## config.mk

```make
export PLATFORM = sky130hd
export DESIGN_NAME = featuremap_layer_sched
export DESIGN_NICKNAME = d
export VERILOG_FILES = /design/src/rtl/featuremap_layer_sched_pkg.sv /design/src/rtl/featuremap_layer_sched.sv
export SDC_FILE = /design/constraint.sdc
export NUM_CORES = 1
export LEC_CHECK = 0
export ABC_AREA = 1
export BUFFER_PORTS_ARGS = -buffer_cell sky130_fd_sc_hd__buf_2
export CAP_MARGIN = 20
export CORE_MARGIN = 5
export CORE_UTILIZATION = 52
export CTS_BUF_LIST = sky130_fd_sc_hd__clkbuf_4 sky130_fd_sc_hd__clkbuf_8
export DETAILED_ROUTE_END_ITERATION = 6
export GPL_ROUTABILITY_DRIVEN = 0
export GPL_TIMING_DRIVEN = 0
export PLACE_DENSITY = 0.89
export SLEW_MARGIN = 10
export SYNTH_ARGS = -nofsm -noshare
export SYNTH_HDL_FRONTEND = slang
export SYNTH_SLANG_ARGS = --single-unit
```

## constraint.sdc

```tcl
create_clock -name clk -period 1.7 [get_ports clk]
set_input_delay 0.085 -clock clk [delete_from_list [all_inputs] [get_ports clk]]
set_output_delay 0.085 -clock clk [all_outputs]
set_load 0.03 [all_outputs]
```

## src/rtl/featuremap_layer_sched_pkg.sv

```systemverilog
// Shared featuremap constants: frame padding, scheduler state encoding and
// derived frame sizes/counter widths.
package featuremap_layer_sched_pkg;

    localparam int unsigned PAD = 2;

    typedef enum logic [1:0] {
        ST_IDLE  = 2'd0,
        ST_RUN   = 2'd1,
        ST_DRAIN = 2'd2,
        ST_DONE  = 2'd3
    } fm_state_e;

    function automatic int unsigned fm_in_total(input int unsigned width);
        return (width + PAD) * (width + PAD);
    endfunction

    function automatic int unsigned fm_out_total(input int unsigned width);
        return width * width;
    endfunction

    function automatic int unsigned fm_cnt_width(input int unsigned width);
        return $clog2(fm_in_total(width) + 1);
    endfunction

endpackage

```

## src/rtl/featuremap_layer_sched.sv

```systemverilog
// Frame scheduler for one featuremap filter bank: issues the padded input
// frame under backpressure, counts results, and flags overrun/drain timeout.
module featuremap_layer_sched
    import featuremap_layer_sched_pkg::*;
#(
    parameter int unsigned WIDTH         = 56,
    parameter int unsigned NUM_CH        = 16,
    parameter int unsigned DRAIN_TIMEOUT = 4096,
    localparam int unsigned CW           = fm_cnt_width(WIDTH)
) (
    input  logic              clk,
    input  logic              rst,
    input  logic              start,
    input  logic [NUM_CH-1:0] ch_empty,
    input  logic              out_afull,
    input  logic              fm_valid_out,
    output logic              fm_valid_in,
    output logic              busy,
    output logic              done,
    output logic [CW-1:0]     in_count,
    output logic [CW-1:0]     out_count,
    output logic              err_overrun,
    output logic              err_timeout
);

    localparam int unsigned   DW         = $clog2(DRAIN_TIMEOUT + 1);
    localparam logic [CW-1:0] IN_TOTAL   = CW'(fm_in_total(WIDTH));
    localparam logic [CW-1:0] OUT_TOTAL  = CW'(fm_out_total(WIDTH));
    localparam logic [DW-1:0] DRAIN_LAST = DW'(DRAIN_TIMEOUT - 1);

    fm_state_e     state_q, state_d;
    logic [CW-1:0] in_count_q, in_count_d;
    logic [CW-1:0] out_count_q, out_count_d;
    logic [DW-1:0] drain_cnt_q, drain_cnt_d;
    logic          err_overrun_q, err_overrun_d;
    logic          err_timeout_q, err_timeout_d;

    logic all_ready;
    logic active;
    logic out_accept;
    logic out_done;

    assign all_ready   = ~|ch_empty;
    assign active      = (state_q == ST_RUN) || (state_q == ST_DRAIN);
    assign fm_valid_in = (state_q == ST_RUN) && all_ready && !out_afull &&
                         (in_count_q < IN_TOTAL);
    assign out_accept  = fm_valid_out && active && (out_count_q < OUT_TOTAL);
    // Completion also covers the cycle in which the last result is being counted.
    assign out_done    = (out_count_q == OUT_TOTAL) ||
                         (out_accept && (out_count_q == OUT_TOTAL - CW'(1)));

    always_comb begin
        state_d       = state_q;
        in_count_d    = in_count_q;
        out_count_d   = out_count_q;
        drain_cnt_d   = drain_cnt_q;
        err_overrun_d = err_overrun_q;
        err_timeout_d = err_timeout_q;

        case (state_q)
            ST_IDLE: begin
                if (start) begin
                    state_d       = ST_RUN;
                    in_count_d    = '0;
                    out_count_d   = '0;
                    err_overrun_d = 1'b0;
                    err_timeout_d = 1'b0;
                end
            end
            ST_RUN: begin
                if (fm_valid_in) begin
                    in_count_d = in_count_q + CW'(1);
                    if (in_count_q == IN_TOTAL - CW'(1)) begin
                        state_d     = ST_DRAIN;
                        drain_cnt_d = '0;
                    end
                end
            end
            ST_DRAIN: begin
                if (out_done) begin
                    state_d = ST_DONE;
                end else if (drain_cnt_q == DRAIN_LAST) begin
                    state_d       = ST_DONE;
                    err_timeout_d = 1'b1;
                end else begin
                    drain_cnt_d = drain_cnt_q + DW'(1);
                end
            end
            ST_DONE: begin
                state_d = ST_IDLE;
            end
            default: begin
                state_d = ST_IDLE;
            end
        endcase

        // An unexpected result in the same cycle as an accepted start still counts as overrun.
        if (out_accept) begin
            out_count_d = out_count_q + CW'(1);
        end else if (fm_valid_out) begin
            err_overrun_d = 1'b1;
        end
    end

    always_ff @(posedge clk) begin
        if (rst) begin
            state_q       <= ST_IDLE;
            in_count_q    <= '0;
            out_count_q   <= '0;
            drain_cnt_q   <= '0;
            err_overrun_q <= 1'b0;
            err_timeout_q <= 1'b0;
        end else begin
            state_q       <= state_d;
            in_count_q    <= in_count_d;
            out_count_q   <= out_count_d;
            drain_cnt_q   <= drain_cnt_d;
            err_overrun_q <= err_overrun_d;
            err_timeout_q <= err_timeout_d;
        end
    end

    assign busy        = active;
    assign done        = (state_q == ST_DONE);
    assign in_count    = in_count_q;
    assign out_count   = out_count_q;
    assign err_overrun = err_overrun_q;
    assign err_timeout = err_timeout_q;

endmodule

```

==> flow_metrics.env, run 1 <==
export IMPL_wl_per_cell_um=16.15
export IMPL_die_width_um=83.29
export IMPL_first_pass_grt_wire_length_um=14140
export IMPL_worst_hold_slack_ns=0.1224
export IMPL_synth_yosys_warnings=0
export IMPL_worst_setup_path_end_kind="register"
export IMPL_leakagePower_uw=0.001648
export IMPL_rsz0062_at_grt="true"
export IMPL_hpwlAfterDp_um=5394
export IMPL_startpoint_type="register"
export IMPL_grt_start_max_net_pins=12
export IMPL_boundaryPins=50
export IMPL_detail_route_wirelength_um=9773
export IMPL_diodes=0
export IMPL_post_route_cells_drive_above_1_share_pct=39.07
export IMPL_power_switching_uw=2099
export IMPL_required_ns=1.87
export IMPL_cts_buffers_inserted=5
export IMPL_ant_nets=0
export IMPL_rows=26
export IMPL_setup_violations_final=30
export IMPL_cap_viol_max_count=0
export IMPL_critical_path_max_fanout=6
export IMPL_hold_path_class="in2reg"
export IMPL_ys_ff_latch=41
export IMPL_ctsLongestPathBuffers=2
export IMPL_later_pin_clock_latency_in_the_skew_report_ns=0.30
export IMPL_syn_nets=480
export IMPL_nFillCells=339
export IMPL_synth_cell_type_count=38
export IMPL_final_hold_violation_count=0
export IMPL_floorplan_core_area_mm2=0.005172
export IMPL_antenna_violations_before_repair=0
export IMPL_layout_worst_path_cycle_share_pct=108.3
export IMPL_drc=0
export IMPL_fp_dieArea_mm2=0.006936
export IMPL_power_internal_uw=2463
export IMPL_final_critical_path_setup_slack_ns=-0.1419
export IMPL_highest_clock_rate_mhz=542.9
export IMPL_start_util_pct=53.99
export IMPL_tightestPinTransition_ns=0.6959
export IMPL_drt_pass1_iter_count=5
export IMPL_finish_net_count=564
export IMPL_yosysSeqAreaShare_pct=29.39
export IMPL_worst_endpoint_arrival_ns=2.02
export IMPL_post_synth_inst_count=451
export IMPL_peak_supply_drop_uv=1005
export IMPL_critical_path_class="reg2reg"
export IMPL_cts_root_buf="sky130_fd_sc_hd__clkbuf_8"
export IMPL_clk_sink_count=41
export IMPL_p_seq_share_pct=26.8
export IMPL_cts_htree_levels=2
export IMPL_post_drt_via_cell_ratio=5.891
export IMPL_p_clk_share_pct=14.6
export IMPL_report_final_slew_viol_count=0
export IMPL_outcome="finished with violations"
export IMPL_portion_of_total_power_attributed_to_combinational_logic_pct=58.6
export IMPL_final_setup_tns_ns=-2.394
export IMPL_place_ws_ns=-0.2791
export IMPL_timing_clock_skew_ns=0.007637
export IMPL_syn_area_per_cell_um2=6.192
export IMPL_clkSlewWorstSetupHoldPaths_ns=0.07
export IMPL_chipHeight_um=83.29
export IMPL_clock_tree_from_tritoncts="done"
export IMPL_grt_total_usage_pct=23.92
export IMPL_final_period_minus_worst_setup_slack_ns=1.842
export IMPL_mappedNetlistArea_mm2=0.002793
export IMPL_dr_first_iter_drc_count=317
export IMPL_power_density_mw_per_mm2=1175
export IMPL_number_of_global_route_vias_before_repair=3163
export IMPL_areaGrowthSynthToFinish_pct=39.07
export IMPL_dr_total_vias=3564
export IMPL_buffer_ports_inserted=49
export IMPL_timing_slew_headroom_pct=53.61
export IMPL_failing_checks="setup timing"
export IMPL_power_switching_fraction_pct=46.01
export IMPL_grt_overflow_total=0
## flip-flops by register name, indices dropped and copies added (netlist names)
register / cells
drain_cnt_q: 13
in_count: 12
out_count: 12
state_q: 2
err_overrun: 1
err_timeout: 1
## layout make-up
| class | count | area, µm² | area share [%] |
|---|---|---|---|
| buffer | 12 | 88.84 | 2.287 |
| clock buffer | 7 | 90.09 | 2.320 |
| inverter | 49 | 202.7 | 5.219 |
| multi-input combinational | 348 | 2051 | 52.80 |
| sequential | 41 | 860.8 | 22.16 |
| tap | 70 | 87.58 | 2.255 |
| timing repair buffer | 77 | 494.2 | 12.73 |
| timing repair inverter | 1 | 8.758 | 0.2255 |
## cells in the mapped netlist (all sizes together)
cell	instances	area, µm²
a2111oi	1	8.760
nand2	123	474.2
xor2	3	26.28
nor3	10	66.32
a221oi	2	17.52
dfxtp	41	820.8
a21oi	32	175.2
buf	7	52.54
nand4	18	112.6
o21bai	1	7.510
nor4	3	18.77
nand3b	2	15.01
o21ai	9	45.04
a21o	1	7.510
nor3b	4	30.03
clkbuf	6	22.52
clkinv	2	12.51
nor2	89	366.6
a211oi	3	22.52
ha	8	100.1
a22oi	3	22.52
or2	3	18.77
nand3	33	170.2
inv	47	178.9
## path summary, 6_finish.rpt
check	startpoint	to	depth (start not counted)	slack, ns
max	state_q[0]$_SDFFE_PP0P_	out_count[7]$_SDFFE_PP0P_	9	-0.14
min	fm_valid_out	err_overrun$_SDFF_PP0_	3	0.12
max reg2reg	state_q[0]$_SDFFE_PP0P_	out_count[7]$_SDFFE_PP0P_	9	-0.14
min reg2reg	out_count[11]$_SDFFE_PP0P_	out_count[11]$_SDFFE_PP0P_	2	0.49
## cell usage in the layout (no fill, tap or decap), drive strengths merged
cell | Yosys | routed
a2111oi | 1 | 1
a211oi | 3 | 3
a21o | 1 | 1
a21oi | 32 | 32
a221oi | 2 | 2
a22oi | 3 | 3
buf | 7 | 83
clkbuf | 6 | 12
clkinv | 2 | 3
dfxtp | 41 | 41
dlygate4sd3 | 0 | 1
ha | 8 | 8
inv | 47 | 47
nand2 | 123 | 123
nand3 | 33 | 33
nand3b | 2 | 2
nand4 | 18 | 18
nor2 | 89 | 89
nor3 | 10 | 10
nor3b | 4 | 4
nor4 | 3 | 3
o21ai | 9 | 9
o21bai | 1 | 1
or2 | 3 | 3
xor2 | 3 | 3
## worst max-delay path: stages, from the launching register on
cell and delay (ns):
sky130_fd_sc_hd__dfxtp_4 0.39, sky130_fd_sc_hd__inv_4 0.05, sky130_fd_sc_hd__ha_4 0.30, sky130_fd_sc_hd__nand2_4 0.06
sky130_fd_sc_hd__a21oi_4 0.15, sky130_fd_sc_hd__inv_1 0.16, sky130_fd_sc_hd__nor2_2 0.16, sky130_fd_sc_hd__nand3_1 0.12
sky130_fd_sc_hd__o21ai_0 0.27, sky130_fd_sc_hd__a21oi_1 0.07
## routing by layer
layer	vias up	global-route usage, %	part of all wire [%]
met5	-	0	0
met4	0	9.510	3.9
met3	53	4.950	11
met2	236	40.23	47
met1	1631	29.71	38
li1	1644	-	-
## per-stage QoR
stage	util (%)	instances	total power, µW	cell area, µm²
after global routing	75.08	605	4799	3884
final	75.08	605	4563	3884
after global placement	61.25	570	2898	3168
after floorplan	-	451	2533	2835
after detailed placement	61.25	570	2957	3168
after CTS	68.41	594	4054	3538
## cells by family (layout without fill, tap and decap cells)
group / count (synthesis) / after routing / synth area share [%]
adder cells (fa/ha/maj): 8 / 8 / 3.584
AND/OR/NAND/NOR: 285 / 285 / 45.56
AO/OA/AOI/OAI: 52 / 52 / 10.98
XOR/XNOR: 3 / 3 / 0.9410
buffers and inverters: 62 / 146 / 9.543
flip-flops: 41 / 41 / 29.39
## power by group through the flow
stage	Combinational, µW	Sequential, µW	Clock [µW]
final	2670	1220	666
after global routing	2840	1240	714
after CTS	2170	1210	671
after detailed placement	1740	1220	0
after global placement	1690	1210	0
after floorplan	1250	1280	0
## repair_timing
action	in CTS	in global routing
hold buffers	1	0
cloned	4	1
setup endpoints to repair	32	37
buffers inserted	12	11
gates resized for setup	52	87
pin swaps	18	37
hold endpoints to repair	1	0
(Power assumes the default switching activity.)
==> inputs of run 2 (changes only) <==
--- a/config.mk
+++ b/config.mk
@@ -5,16 +5,15 @@
 export SDC_FILE = /design/constraint.sdc
 export NUM_CORES = 1
 export LEC_CHECK = 0
-export ABC_AREA = 1
 export BUFFER_PORTS_ARGS = -buffer_cell sky130_fd_sc_hd__buf_2
 export CAP_MARGIN = 20
-export CORE_MARGIN = 5
-export CORE_UTILIZATION = 52
+export CORE_MARGIN = 2
+export CORE_UTILIZATION = 51
 export CTS_BUF_LIST = sky130_fd_sc_hd__clkbuf_4 sky130_fd_sc_hd__clkbuf_8
 export DETAILED_ROUTE_END_ITERATION = 6
 export GPL_ROUTABILITY_DRIVEN = 0
 export GPL_TIMING_DRIVEN = 0
-export PLACE_DENSITY = 0.89
+export PLACE_DENSITY = 0.88
 export SLEW_MARGIN = 10
 export SYNTH_ARGS = -nofsm -noshare
 export SYNTH_HDL_FRONTEND = slang
==> flow_metrics.env, run 2 <==
export IMPL_timing_clock_skew_ns=0.01080
export IMPL_post_route_cell_area_mm2=0.003508
export IMPL_mostFrequentLayoutCell="sky130_fd_sc_hd__buf_2"
export IMPL_outcome="finished with violations"
export IMPL_peak_supply_drop_uv=836.2
export IMPL_ys_ff_latch=41
export IMPL_critical_path_max_fanout=5
export IMPL_hpwlAfterDp_um=4682
export IMPL_ant_nets=0
export IMPL_final_period_minus_worst_setup_slack_ns=2.053
export IMPL_dpl_cell_area_mm2=0.002909
export IMPL_post_route_cells_drive_above_1_share_pct=45.97
export IMPL_floorplan_core_area_mm2=0.004661
export IMPL_cts_htree_levels=2
export IMPL_final_hold_violation_count=0
export IMPL_mappedNetlistArea_mm2=0.002446
export IMPL_number_of_global_route_vias_before_repair=2572
export IMPL_clk_sink_count=41
export IMPL_worst_setup_path_end_kind="register"
export IMPL_final_cell_count_no_fill=439
export IMPL_post_synth_top_area_fraction_pct=33.55
export IMPL_startpoint_type="register"
export IMPL_antenna_violations_before_repair=0
export IMPL_cap_viol_max_count=0
export IMPL_tightestPinTransition_ns=0.6701
export IMPL_synth_simple_gate_area_share_pct=31.41
export IMPL_chipHeight_um=73.26
export IMPL_synthMuxAreaShare_pct=1.279
export IMPL_synth_yosys_warnings=0
export IMPL_placed_cells_incl_taps=401
export IMPL_power_density_mw_per_mm2=1154
export IMPL_die_width_um=73.26
export IMPL_synth_top_cells_by_area="sky130_fd_sc_hd__dfxtp_1 34%, sky130_fd_sc_hd__nor2_1 4.9%, sky130_fd_sc_hd__a21oi_1 4.7%, sky130_fd_sc_hd__ha_1 4.1%, sky130_fd_sc_hd__nand3_1 3.9%"
export IMPL_synth_compound_area_share_pct=24.30
export IMPL_rows=25
export IMPL_buffer_ports_inserted=48
export IMPL_worst_hold_slack_ns=0.1091
export IMPL_grt_total_usage_pct=28.19
export IMPL_required_ns=1.90
export IMPL_synthDominantAreaCellType="sky130_fd_sc_hd__dfxtp_1"
export IMPL_hold_path_startpoint="fm_valid_out"
export IMPL_top_register="drain_cnt_q"
export IMPL_synth_cell_type_count=57
export IMPL_start_util_pct=52.48
export IMPL_timing_critical_path_from="state_q[1]$_SDFFE_PP0P_"
export IMPL_syn_area_per_cell_um2=8.181
export IMPL_yosysSeqAreaShare_pct=33.55
export IMPL_async_flop_share_pct=0
export IMPL_dominantRegCellSynth="sky130_fd_sc_hd__dfxtp_1"
export IMPL_drt_pass1_iter_count=5
export IMPL_boundaryPins=50
export IMPL_final_critical_path_setup_slack_ns=-0.3526
export IMPL_dr_total_vias=2872
export IMPL_layout_common_cells="48 x sky130_fd_sc_hd__buf_2, 26 x sky130_fd_sc_hd__buf_4, 25 x sky130_fd_sc_hd__nor2_1, 23 x sky130_fd_sc_hd__dfxtp_1, 16 x sky130_fd_sc_hd__nand3_1"
export IMPL_setup_violations_final=30
export IMPL_grt_start_max_net_pins=13
export IMPL_synth_adder_area_share_pct=4.092
export IMPL_rsz0062_at_grt="true"
export IMPL_areaGrowthSynthToFinish_pct=43.43
export IMPL_later_pin_clock_latency_in_the_skew_report_ns=0.31
export IMPL_critical_path_class="reg2reg"
export IMPL_first_pass_grt_wire_length_um=12030
export IMPL_leakagePower_uw=0.001310
export IMPL_count_leader_synth="sky130_fd_sc_hd__dfxtp_1"
export IMPL_ys_top_cells_by_count="41 x sky130_fd_sc_hd__dfxtp_1, 32 x sky130_fd_sc_hd__nor2_1, 23 x sky130_fd_sc_hd__a21oi_1"
export IMPL_dominant_combinational_cell_family_by_area_after_synthesis="simple AND/OR/NAND/NOR gates"
export IMPL_detail_route_wirelength_um=8092
export IMPL_diodes=0
export IMPL_fp_dieArea_mm2=0.005366
export IMPL_finish_net_count=413
export IMPL_cts_buffers_inserted=5
export IMPL_synthXorXnorAreaFrac_pct=0
export IMPL_failing_checks="setup timing"
export IMPL_clkSlewWorstSetupHoldPaths_ns=0.09
export IMPL_largest_register_ff_count=13
export IMPL_place_ws_ns=-0.5047
export IMPL_cts_root_buf="sky130_fd_sc_hd__clkbuf_8"
export IMPL_wl_per_cell_um=18.43
export IMPL_drc=0
export IMPL_report_final_slew_viol_count=0
export IMPL_highest_clock_rate_mhz=487.2
export IMPL_post_synth_inst_count=299
export IMPL_r2r_start="state_q[1]$_SDFFE_PP0P_"
export IMPL_layout_worst_path_cycle_share_pct=120.7
export IMPL_dr_first_iter_drc_count=277
export IMPL_syn_nets=328
export IMPL_synth_enable_flop_cells=0
export IMPL_clock_tree_from_tritoncts="done"
export IMPL_timing_slew_headroom_pct=55.33
export IMPL_grt_overflow_total=0
export IMPL_worst_endpoint_arrival_ns=2.26
export IMPL_ctsLongestPathBuffers=2
export IMPL_hold_path_class="in2reg"
export IMPL_post_drt_via_cell_ratio=6.542
-- run 2: cell types whose count changed in the layout (fill, tap and decap cells not counted), sizes merged, moves of 6 or more --
cell / delta
nand2b: +6
o21ai: +7
nand3: -14
nand4: -7
inv: -36
nor4: +9
nor2: -56
a21oi: -9
a211oi: +7
and3: +13
nand2: -109
-- run 2: what timing repair did --
item,CTS,global route
setup endpoints to repair,40,39
setup buffers,19,12
hold buffers,0,0
pin swaps,16,21
cloned,0,1
resized for setup,30,41
-- run 2: logic make-up (layout without fill, tap and decap cells) --
logic type                 after synthesis  count (layout)
and+or+nand+nor                        135             136
adders and majority gates                8               8
muxes                                    3               3
AOI/OAI and AO/OA                       86              86
DFF                                     41              41
buffers and inverters                   26             111
-- run 2: metrics by stage --
| stage | power, µW | utilization, % | TNS [ns] |
|---|---|---|---|
| finish | 4050 | 75.28 | -5.732 |
| global route | 4234 | 75.28 | -9.467 |
| CTS | 3593 | 69.75 | -5.217 |
| detailed placement | 2623 | 62.42 | -9.796 |
| global placement | 2582 | 62.42 | -7.988 |
| floorplan | 2249 | - | -4.702 |
-- run 2: worst max-delay path, stage by stage, from the launching register on --
cell                       delay [ns]
sky130_fd_sc_hd__dfxtp_4         0.36
sky130_fd_sc_hd__inv_4           0.08
sky130_fd_sc_hd__ha_4            0.13
sky130_fd_sc_hd__nor4b_4         0.23
sky130_fd_sc_hd__nand4_4         0.18
sky130_fd_sc_hd__nor3_4          0.22
sky130_fd_sc_hd__and3_4          0.29
sky130_fd_sc_hd__a41oi_2         0.13
sky130_fd_sc_hd__a311oi_1        0.33
-- run 2: path summary, 6_finish.rpt --
kind | cells after the start | slack (ns) | to
setup / recovery | 8 | -0.35 | in_count[10]$_SDFFE_PP0P_
hold / removal | 3 | 0.11 | err_overrun$_SDFF_PP0_
hold reg to reg | 2 | 0.45 | drain_cnt_q[12]$_SDFFE_PP0P_
setup reg to reg | 8 | -0.35 | in_count[10]$_SDFFE_PP0P_
-- run 2: area by class of cell --
class / count / area, µm²
inverter: 12 / 51.30
buffer: 12 / 87.58
sequential: 41 / 863.3
tap: 54 / 67.56
timing repair buffer: 79 / 504.2
clock inverter: 1 / 5.005
clock buffer: 7 / 83.83
multi-input combinational: 233 / 1846
fill: 293 / 1152
-- run 2: where the power goes --
part	internal, µW	leakage, µW	total, µW	switching, µW
sequential	1020	0.000342	1090	67.8
clock	321	0.0000491	685	364
combinational	981	0.000919	2270	1290
total	2330	0.00131	4050	1720
-- run 2: per-layer routing --
layer	share of wire, %	vias up	track usage [%]
met5	0	-	0
met4	3.3	0	9.259
met3	5.9	24	4.390
met2	52	144	50.65
met1	39	1386	34.07
li1	-	1318	-
